File: config.mk
export PLATFORM = sky130hd
export DESIGN_NAME = wb_master_port_flat
export DESIGN_NICKNAME = d
export VERILOG_FILES = /design/src/rtl/wb_master_port_if.sv /design/src/rtl/wb_master_port.sv /design/src/flat_wrapper.sv
export SDC_FILE = /design/constraint.sdc
export NUM_CORES = 1
export LEC_CHECK = 0
export CORE_AREA = 3 3 243 245
export CTS_BUF_LIST = sky130_fd_sc_hd__clkbuf_4
export CTS_CLUSTER_DIAMETER = 50
export CTS_CLUSTER_SIZE = 20
export DETAILED_ROUTE_END_ITERATION = 8
export DIE_AREA = 0 0 246 248
export PLACE_DENSITY = 0.55
export RECOVER_POWER = 25
export SYNTH_ARGS = -nofsm -noshare
export SYNTH_HDL_FRONTEND = slang
export SYNTH_SLANG_ARGS = --single-unit
export TNS_END_PERCENT = 100
File: constraint.sdc
create_clock -name clk -period 10.2 [get_ports clk]
set_input_delay 2.04 -clock clk [delete_from_list [all_inputs] [get_ports clk]]
set_output_delay 2.04 -clock clk [all_outputs]
set_load 0.05 [all_outputs]
File: src/rtl/wb_master_port_if.sv
// Request/response port plus Wishbone B4 classic bus, as seen by wb_master_port.
// master modport: the initiator side; slave modport: requester + bus responder side.
interface wb_master_port_if #(
  parameter int DATA_WIDTH = 128,
  parameter int ADDR_WIDTH = 32,
  parameter int SEL_WIDTH  = 16
);
  logic                  req_valid;
  logic                  req_ready;
  logic [ADDR_WIDTH-1:0] req_adr;
  logic [DATA_WIDTH-1:0] req_dat;
  logic                  req_we;
  logic [SEL_WIDTH-1:0]  req_sel;
  logic                  resp_valid;
  logic [DATA_WIDTH-1:0] resp_dat;
  logic                  resp_err;
  logic [ADDR_WIDTH-1:0] wb_adr_o;
  logic [DATA_WIDTH-1:0] wb_dat_o;
  logic                  wb_we_o;
  logic [SEL_WIDTH-1:0]  wb_sel_o;
  logic                  wb_stb_o;
  logic                  wb_cyc_o;
  logic [DATA_WIDTH-1:0] wb_dat_i;
  logic                  wb_ack_i;
  logic                  wb_err_i;
  logic                  wb_rty_i;

  modport master (
    input  req_valid, req_adr, req_dat, req_we, req_sel,
    output req_ready, resp_valid, resp_dat, resp_err,
    output wb_adr_o, wb_dat_o, wb_we_o, wb_sel_o, wb_stb_o, wb_cyc_o,
    input  wb_dat_i, wb_ack_i, wb_err_i, wb_rty_i
  );

  modport slave (
    output req_valid, req_adr, req_dat, req_we, req_sel,
    input  req_ready, resp_valid, resp_dat, resp_err,
    input  wb_adr_o, wb_dat_o, wb_we_o, wb_sel_o, wb_stb_o, wb_cyc_o,
    output wb_dat_i, wb_ack_i, wb_err_i, wb_rty_i
  );
endinterface

File: src/rtl/wb_master_port.sv
// Wishbone B4 classic-cycle initiator: one request in, one bus cycle out,
// one-cycle completion pulse back. Handles ack/err/rty with bounded retry.
// Optional stall timeout: define WB_MASTER_TIMEOUT_EN.
module wb_master_port #(
  parameter int DATA_WIDTH      = 128,
  parameter int ADDR_WIDTH      = 32,
  parameter int BUS_GRANULARITY = 8,
  parameter int MAX_RETRY       = 3,
  parameter int TIMEOUT         = 255
)(
  input logic               clk,
  input logic               rst,
  wb_master_port_if.master  bus
);
  localparam int SEL_WIDTH = DATA_WIDTH / BUS_GRANULARITY;

  localparam logic [1:0] S_IDLE    = 2'd0;
  localparam logic [1:0] S_BUS     = 2'd1;
  localparam logic [1:0] S_BACKOFF = 2'd2;

  localparam logic [3:0] RETRY_MAX = 4'(MAX_RETRY);

  // Parameter sanity: retry count is 4 bits, timeout counter is 16 bits.
  if (MAX_RETRY < 0 || MAX_RETRY > 15) begin : g_bad_retry
    $error("wb_master_port: MAX_RETRY out of range");
  end
  if (TIMEOUT < 1 || TIMEOUT > 65535) begin : g_bad_timeout
    $error("wb_master_port: TIMEOUT out of range");
  end

  logic [1:0]            state_q, state_d;
  logic [ADDR_WIDTH-1:0] adr_q, adr_d;
  logic [DATA_WIDTH-1:0] dat_q, dat_d;
  logic                  we_q, we_d;
  logic [SEL_WIDTH-1:0]  sel_q, sel_d;
  logic [3:0]            retry_q, retry_d;
  logic                  rv_q, rv_d;
  logic                  err_q, err_d;
  logic [DATA_WIDTH-1:0] rdat_q, rdat_d;
`ifdef WB_MASTER_TIMEOUT_EN
  localparam logic [15:0] TMO_LAST = 16'(TIMEOUT - 1);
  logic [15:0]           tmo_q, tmo_d;
`endif

  assign bus.req_ready  = (state_q == S_IDLE);
  assign bus.wb_cyc_o   = (state_q == S_BUS);
  assign bus.wb_stb_o   = (state_q == S_BUS);
  assign bus.wb_adr_o   = adr_q;
  assign bus.wb_dat_o   = dat_q;
  assign bus.wb_we_o    = we_q;
  assign bus.wb_sel_o   = sel_q;
  assign bus.resp_valid = rv_q;
  assign bus.resp_err   = err_q;
  assign bus.resp_dat   = rdat_q;

  // Next-state: latch request, resolve termination (err > rty > ack), back off on retry.
  always_comb begin
    state_d = state_q;
    adr_d   = adr_q;
    dat_d   = dat_q;
    we_d    = we_q;
    sel_d   = sel_q;
    retry_d = retry_q;
    rv_d    = 1'b0;
    err_d   = err_q;
    rdat_d  = rdat_q;
`ifdef WB_MASTER_TIMEOUT_EN
    tmo_d   = tmo_q;
`endif
    case (state_q)
      S_IDLE: begin
        if (bus.req_valid) begin
          adr_d   = bus.req_adr;
          dat_d   = bus.req_dat;
          we_d    = bus.req_we;
          sel_d   = bus.req_sel;
          retry_d = 4'd0;
`ifdef WB_MASTER_TIMEOUT_EN
          tmo_d   = 16'd0;
`endif
          state_d = S_BUS;
        end
      end
      S_BUS: begin
        if (bus.wb_err_i) begin
          rv_d    = 1'b1;
          err_d   = 1'b1;
          state_d = S_IDLE;
        end else if (bus.wb_rty_i) begin
          if (retry_q < RETRY_MAX) begin
            retry_d = retry_q + 4'd1;
            state_d = S_BACKOFF;
          end else begin
            rv_d    = 1'b1;
            err_d   = 1'b1;
            state_d = S_IDLE;
          end
        end else if (bus.wb_ack_i) begin
          rv_d    = 1'b1;
          err_d   = 1'b0;
          if (!we_q) rdat_d = bus.wb_dat_i;
          state_d = S_IDLE;
        end
`ifdef WB_MASTER_TIMEOUT_EN
        else if (tmo_q == TMO_LAST) begin
          rv_d    = 1'b1;
          err_d   = 1'b1;
          state_d = S_IDLE;
        end else begin
          tmo_d = tmo_q + 16'd1;
        end
`endif
      end
      S_BACKOFF: begin
`ifdef WB_MASTER_TIMEOUT_EN
        tmo_d   = 16'd0;
`endif
        state_d = S_BUS;
      end
      default: state_d = S_IDLE;
    endcase
  end

  // State and output registers; reset drops any in-flight transaction silently.
  always_ff @(posedge clk or posedge rst) begin
    if (rst) begin
      state_q <= S_IDLE;
      adr_q   <= '0;
      dat_q   <= '0;
      we_q    <= 1'b0;
      sel_q   <= '0;
      retry_q <= 4'd0;
      rv_q    <= 1'b0;
      err_q   <= 1'b0;
      rdat_q  <= '0;
`ifdef WB_MASTER_TIMEOUT_EN
      tmo_q   <= 16'd0;
`endif
    end else begin
      state_q <= state_d;
      adr_q   <= adr_d;
      dat_q   <= dat_d;
      we_q    <= we_d;
      sel_q   <= sel_d;
      retry_q <= retry_d;
      rv_q    <= rv_d;
      err_q   <= err_d;
      rdat_q  <= rdat_d;
`ifdef WB_MASTER_TIMEOUT_EN
      tmo_q   <= tmo_d;
`endif
    end
  end
endmodule
File: src/flat_wrapper.sv
// flat-port wrapper written by rule: the top's interface ports become plain ports
module wb_master_port_flat 
#(
  parameter int DATA_WIDTH      = 128,
  parameter int ADDR_WIDTH      = 32,
  parameter int BUS_GRANULARITY = 8,
  parameter int MAX_RETRY       = 3,
  parameter int TIMEOUT         = 255
)
  (clk, rst, bus_req_valid, bus_req_adr, bus_req_dat, bus_req_we, bus_req_sel, bus_req_ready, bus_resp_valid, bus_resp_dat, bus_resp_err, bus_wb_adr_o, bus_wb_dat_o, bus_wb_we_o, bus_wb_sel_o, bus_wb_stb_o, bus_wb_cyc_o, bus_wb_dat_i, bus_wb_ack_i, bus_wb_err_i, bus_wb_rty_i);
  wb_master_port_if #(.DATA_WIDTH(DATA_WIDTH), .ADDR_WIDTH(ADDR_WIDTH)) bus_i ();
  input logic clk;
  input logic rst;
  input wire logic [$bits(bus_i.req_valid)-1:0] bus_req_valid;
  input wire logic [$bits(bus_i.req_adr)-1:0] bus_req_adr;
  input wire logic [$bits(bus_i.req_dat)-1:0] bus_req_dat;
  input wire logic [$bits(bus_i.req_we)-1:0] bus_req_we;
  input wire logic [$bits(bus_i.req_sel)-1:0] bus_req_sel;
  output wire logic [$bits(bus_i.req_ready)-1:0] bus_req_ready;
  output wire logic [$bits(bus_i.resp_valid)-1:0] bus_resp_valid;
  output wire logic [$bits(bus_i.resp_dat)-1:0] bus_resp_dat;
  output wire logic [$bits(bus_i.resp_err)-1:0] bus_resp_err;
  output wire logic [$bits(bus_i.wb_adr_o)-1:0] bus_wb_adr_o;
  output wire logic [$bits(bus_i.wb_dat_o)-1:0] bus_wb_dat_o;
  output wire logic [$bits(bus_i.wb_we_o)-1:0] bus_wb_we_o;
  output wire logic [$bits(bus_i.wb_sel_o)-1:0] bus_wb_sel_o;
  output wire logic [$bits(bus_i.wb_stb_o)-1:0] bus_wb_stb_o;
  output wire logic [$bits(bus_i.wb_cyc_o)-1:0] bus_wb_cyc_o;
  input wire logic [$bits(bus_i.wb_dat_i)-1:0] bus_wb_dat_i;
  input wire logic [$bits(bus_i.wb_ack_i)-1:0] bus_wb_ack_i;
  input wire logic [$bits(bus_i.wb_err_i)-1:0] bus_wb_err_i;
  input wire logic [$bits(bus_i.wb_rty_i)-1:0] bus_wb_rty_i;
  assign bus_i.req_valid = bus_req_valid;
  assign bus_i.req_adr = bus_req_adr;
  assign bus_i.req_dat = bus_req_dat;
  assign bus_i.req_we = bus_req_we;
  assign bus_i.req_sel = bus_req_sel;
  assign bus_req_ready = bus_i.req_ready;
  assign bus_resp_valid = bus_i.resp_valid;
  assign bus_resp_dat = bus_i.resp_dat;
  assign bus_resp_err = bus_i.resp_err;
  assign bus_wb_adr_o = bus_i.wb_adr_o;
  assign bus_wb_dat_o = bus_i.wb_dat_o;
  assign bus_wb_we_o = bus_i.wb_we_o;
  assign bus_wb_sel_o = bus_i.wb_sel_o;
  assign bus_wb_stb_o = bus_i.wb_stb_o;
  assign bus_wb_cyc_o = bus_i.wb_cyc_o;
  assign bus_i.wb_dat_i = bus_wb_dat_i;
  assign bus_i.wb_ack_i = bus_wb_ack_i;
  assign bus_i.wb_err_i = bus_wb_err_i;
  assign bus_i.wb_rty_i = bus_wb_rty_i;
  wb_master_port #(.DATA_WIDTH(DATA_WIDTH), .ADDR_WIDTH(ADDR_WIDTH), .BUS_GRANULARITY(BUS_GRANULARITY), .MAX_RETRY(MAX_RETRY), .TIMEOUT(TIMEOUT)) u_core (.clk(clk), .rst(rst), .bus(bus_i));
endmodule
==> reports/results.txt <==
Antenna Violating Nets Remaining: 0
vias post-DR: 8,122
initial antenna violation count: 2
Min-Delay Path Class: flop to flop
via/cell ratio: 3.85
yosys warns: 0
area grow syn2layout: 64.9%
Final Cycle Share: 61.6%
Seq/Total Area, Yosys: 66.7%
vias in the first global route: 8,919
die width: 246 um
worst stage delay on the critical path: 2.61 ns
GR Overflow Total: 0
Yosys top cell area share: 66.7%
cell count after synthesis: 679
Max Slew Vio Count: 337
violated checks: capacitance limit, slew limit
total power: 0.00540 W
syn_area_per_cell: 17.3 sq um
DRT Pass-1 Iters: 4
Clk Latency, worst-skew pair: 0.73 ns
drt drc: 0
FP Rows: 88
Post-Syn Area: 11,700 sq um
crit path to: u_core.bus.wb_dat_o[51]$_DFFE_PP0P_
FMAX: 159 MHz
layout cell share with drive strength beyond 1: 28.5%
final setup fails: 0
DIE AREA: 61,000 sq um
initial drt markers: 206
most frequent cells in the layout: clkdlybuf4s50_1, dfrtp_1, mux2_2
Crit-path slowest cell: clkbuf_2
cts hold-fix bufs: 0
crit path capture type: async pin
MaxCap Viol Count: 3
most common cell after layout, fill and taps aside: clkdlybuf4s50_1
R2R Path End: u_core.bus.wb_dat_o[74]$_DFFE_PP0P_
CTS root buf: clkbuf_4
clk sinks: 313
Yosys reg bits: 313
CP max FO: 146
TritonCTS clock tree: built
synth top area cells: dfrtp_1, mux2_2, buf_6, buf_4, buf_2
GR Util All Layers: 11.6%
LEAKAGE: 7.95 nW
I/O pin count: 621
Worst Path Arrival: 6.27 ns
Max Root-Sink Buffers: 3
RSZ-0062 raised after global routing: false
Wirelength per Cell: 17.9 um
Placer Congestion: 0.769
Syn Nets: 991
R2R setup slack: 6.14 ns
Yosys top cell by area: dfrtp_1
Post-Route Setup TNS: 0 ns
Period minus WS final: 6.28 ns
core area: 57,400 sq um
r2r startpoint: u_core.state_q[0]$_DFFE_PP0P_
Setup Fix Bufs, Post-CTS: 0
Synth cell types: 22
Worst-path clk slew: 0.10 ns
CTS Buf Count: 42
count of input and output buffers: 620
Die H: 248 um
critical-path cell list: dlygate4sd3_1 > clkinvlp_2 > clkbuf_2
H-tree depth: 2
Rel. slew slack: -148%
final-stage net count: 1,625
first-pass GRT wire length: 54.6 mm
power per cell area: 279 nW/um^2
CP Launch Point: rst
post-CTS sizing: 0
skew final: 0.0546 ns
critical path class: input port to async pin
Post-Route WL: 37.7 mm
outcome: complete, but fails checks
CP Data Required Time: 10.19 ns
Final Hold Fails: 0
HPWL after DPL: 28.1 mm
Setup crit start kind: input port
filler instances: 5,689
Slew @ Worst Pin: 3.72 ns
Peak VDD IR: 164 uV
initial core utilization: 20.5%
cells on worst reg2reg path: 4
pin count of the biggest net entering global routing: 147
-- power breakdown --
group          internal, W  total (W)  leakage [nW]  switching (W)
Clock             0.000397   0.000892         0.364       0.000494
Sequential         0.00160    0.00180          3.77       0.000196
Combinational     0.000995    0.00271          3.82        0.00171
Total              0.00300    0.00540          7.95        0.00240
-- sequential cells by signal, summed over array words and instances, names as in the netlist --
register,flops
u_core.bus.resp_dat,128
u_core.bus.resp_err,1
u_core.bus.resp_valid,1
u_core.bus.wb_adr_o,32
u_core.bus.wb_dat_o,128
u_core.bus.wb_sel_o,16
u_core.bus.wb_we_o,1
u_core.retry_q,4
u_core.state_q,2
-- logic make-up after synthesis --
group / after synthesis / synth area share (%)
buf+inv: 38 / 2.55
compound gates: 6 / 0.373
mux: 307 / 29.4
flops: 313 / 66.7
fa+ha+maj: 1 / 0.107
simple gates: 14 / 0.778
-- layout make-up --
| type | count | area (sq um) | share of cell area (%) |
|---|---|---|---|
| inverter | 3 | 12.5 | 0.0647 |
| multi-input combinational | 328 | 3610 | 18.7 |
| sequential | 313 | 7830 | 40.5 |
| clock inverter | 28 | 323 | 1.67 |
| tap | 765 | 957 | 4.95 |
| antenna | 1 | 2.50 | 0.0129 |
| clock buffer | 48 | 360 | 1.86 |
| timing repair buffer | 625 | 6250 | 32.3 |
-- cell usage after synthesis, drive strengths merged --
cell type    n
o21ai        1
nand2b       1
ha           1
nand4b       1
a21boi       1
nor2         4
a21oi        1
inv          3
a2111oi      1
nand3        1
and2b        1
nor3b        2
dfrtp      313
buf         35
nor2b        3
mux2       306
nand3b       1
o31ai        1
mux2i        1
a311o        1
-- per-layer routing --
metal / GRT usage [%] / vias to the layer above / share of wire (%)
met5: 0 / - / 0
met1: 12.5 / 4031 / 36
met4: 3.82 / 0 / 2.5
li1: - / 3691 / -
met3: 4.25 / 53 / 8.9
met2: 21.2 / 347 / 52
-- worst min-delay path by stage --
stage / startpoint / slack (ns) / cells past startpoint / end
floorplan: u_core.retry_q[0]$_DFFE_PP0P_ / 0.45 / 1 / u_core.retry_q[0]$_DFFE_PP0P_
detailed placement: u_core.bus.resp_dat[52]$_DFFE_PP0P_ / 0.49 / 1 / u_core.bus.resp_dat[52]$_DFFE_PP0P_
global placement: u_core.retry_q[0]$_DFFE_PP0P_ / 0.47 / 1 / u_core.retry_q[0]$_DFFE_PP0P_
finish: u_core.bus.wb_dat_o[30]$_DFFE_PP0P_ / 0.51 / 1 / u_core.bus.wb_dat_o[30]$_DFFE_PP0P_
CTS: u_core.retry_q[0]$_DFFE_PP0P_ / 0.51 / 1 / u_core.retry_q[0]$_DFFE_PP0P_
global route: u_core.bus.wb_dat_o[30]$_DFFE_PP0P_ / 0.52 / 1 / u_core.bus.wb_dat_o[30]$_DFFE_PP0P_
-- critical path, delay by kind of cell --
| family | cells | cell delay (ns) |
|---|---|---|
| buf+inv | 3 | 3.94 |
-- per-stage QoR --
stage	std cells	setup WS (ns)	cell area (sq um)	util [%]	hold slack, ns
2_1_floorplan	679	3.99	11700	-	0.453
3_3_place_gp	2034	5.37	18700	32.6	0.469
3_5_place_dp	2034	5.34	18700	32.6	0.492
4_1_cts	2110	5.62	19400	33.8	0.514
5_1_grt	2111	3.18	19300	33.7	0.522
6_report	2111	3.92	19300	33.7	0.512
No activity file was read; power rests on OpenSTA's default activity.
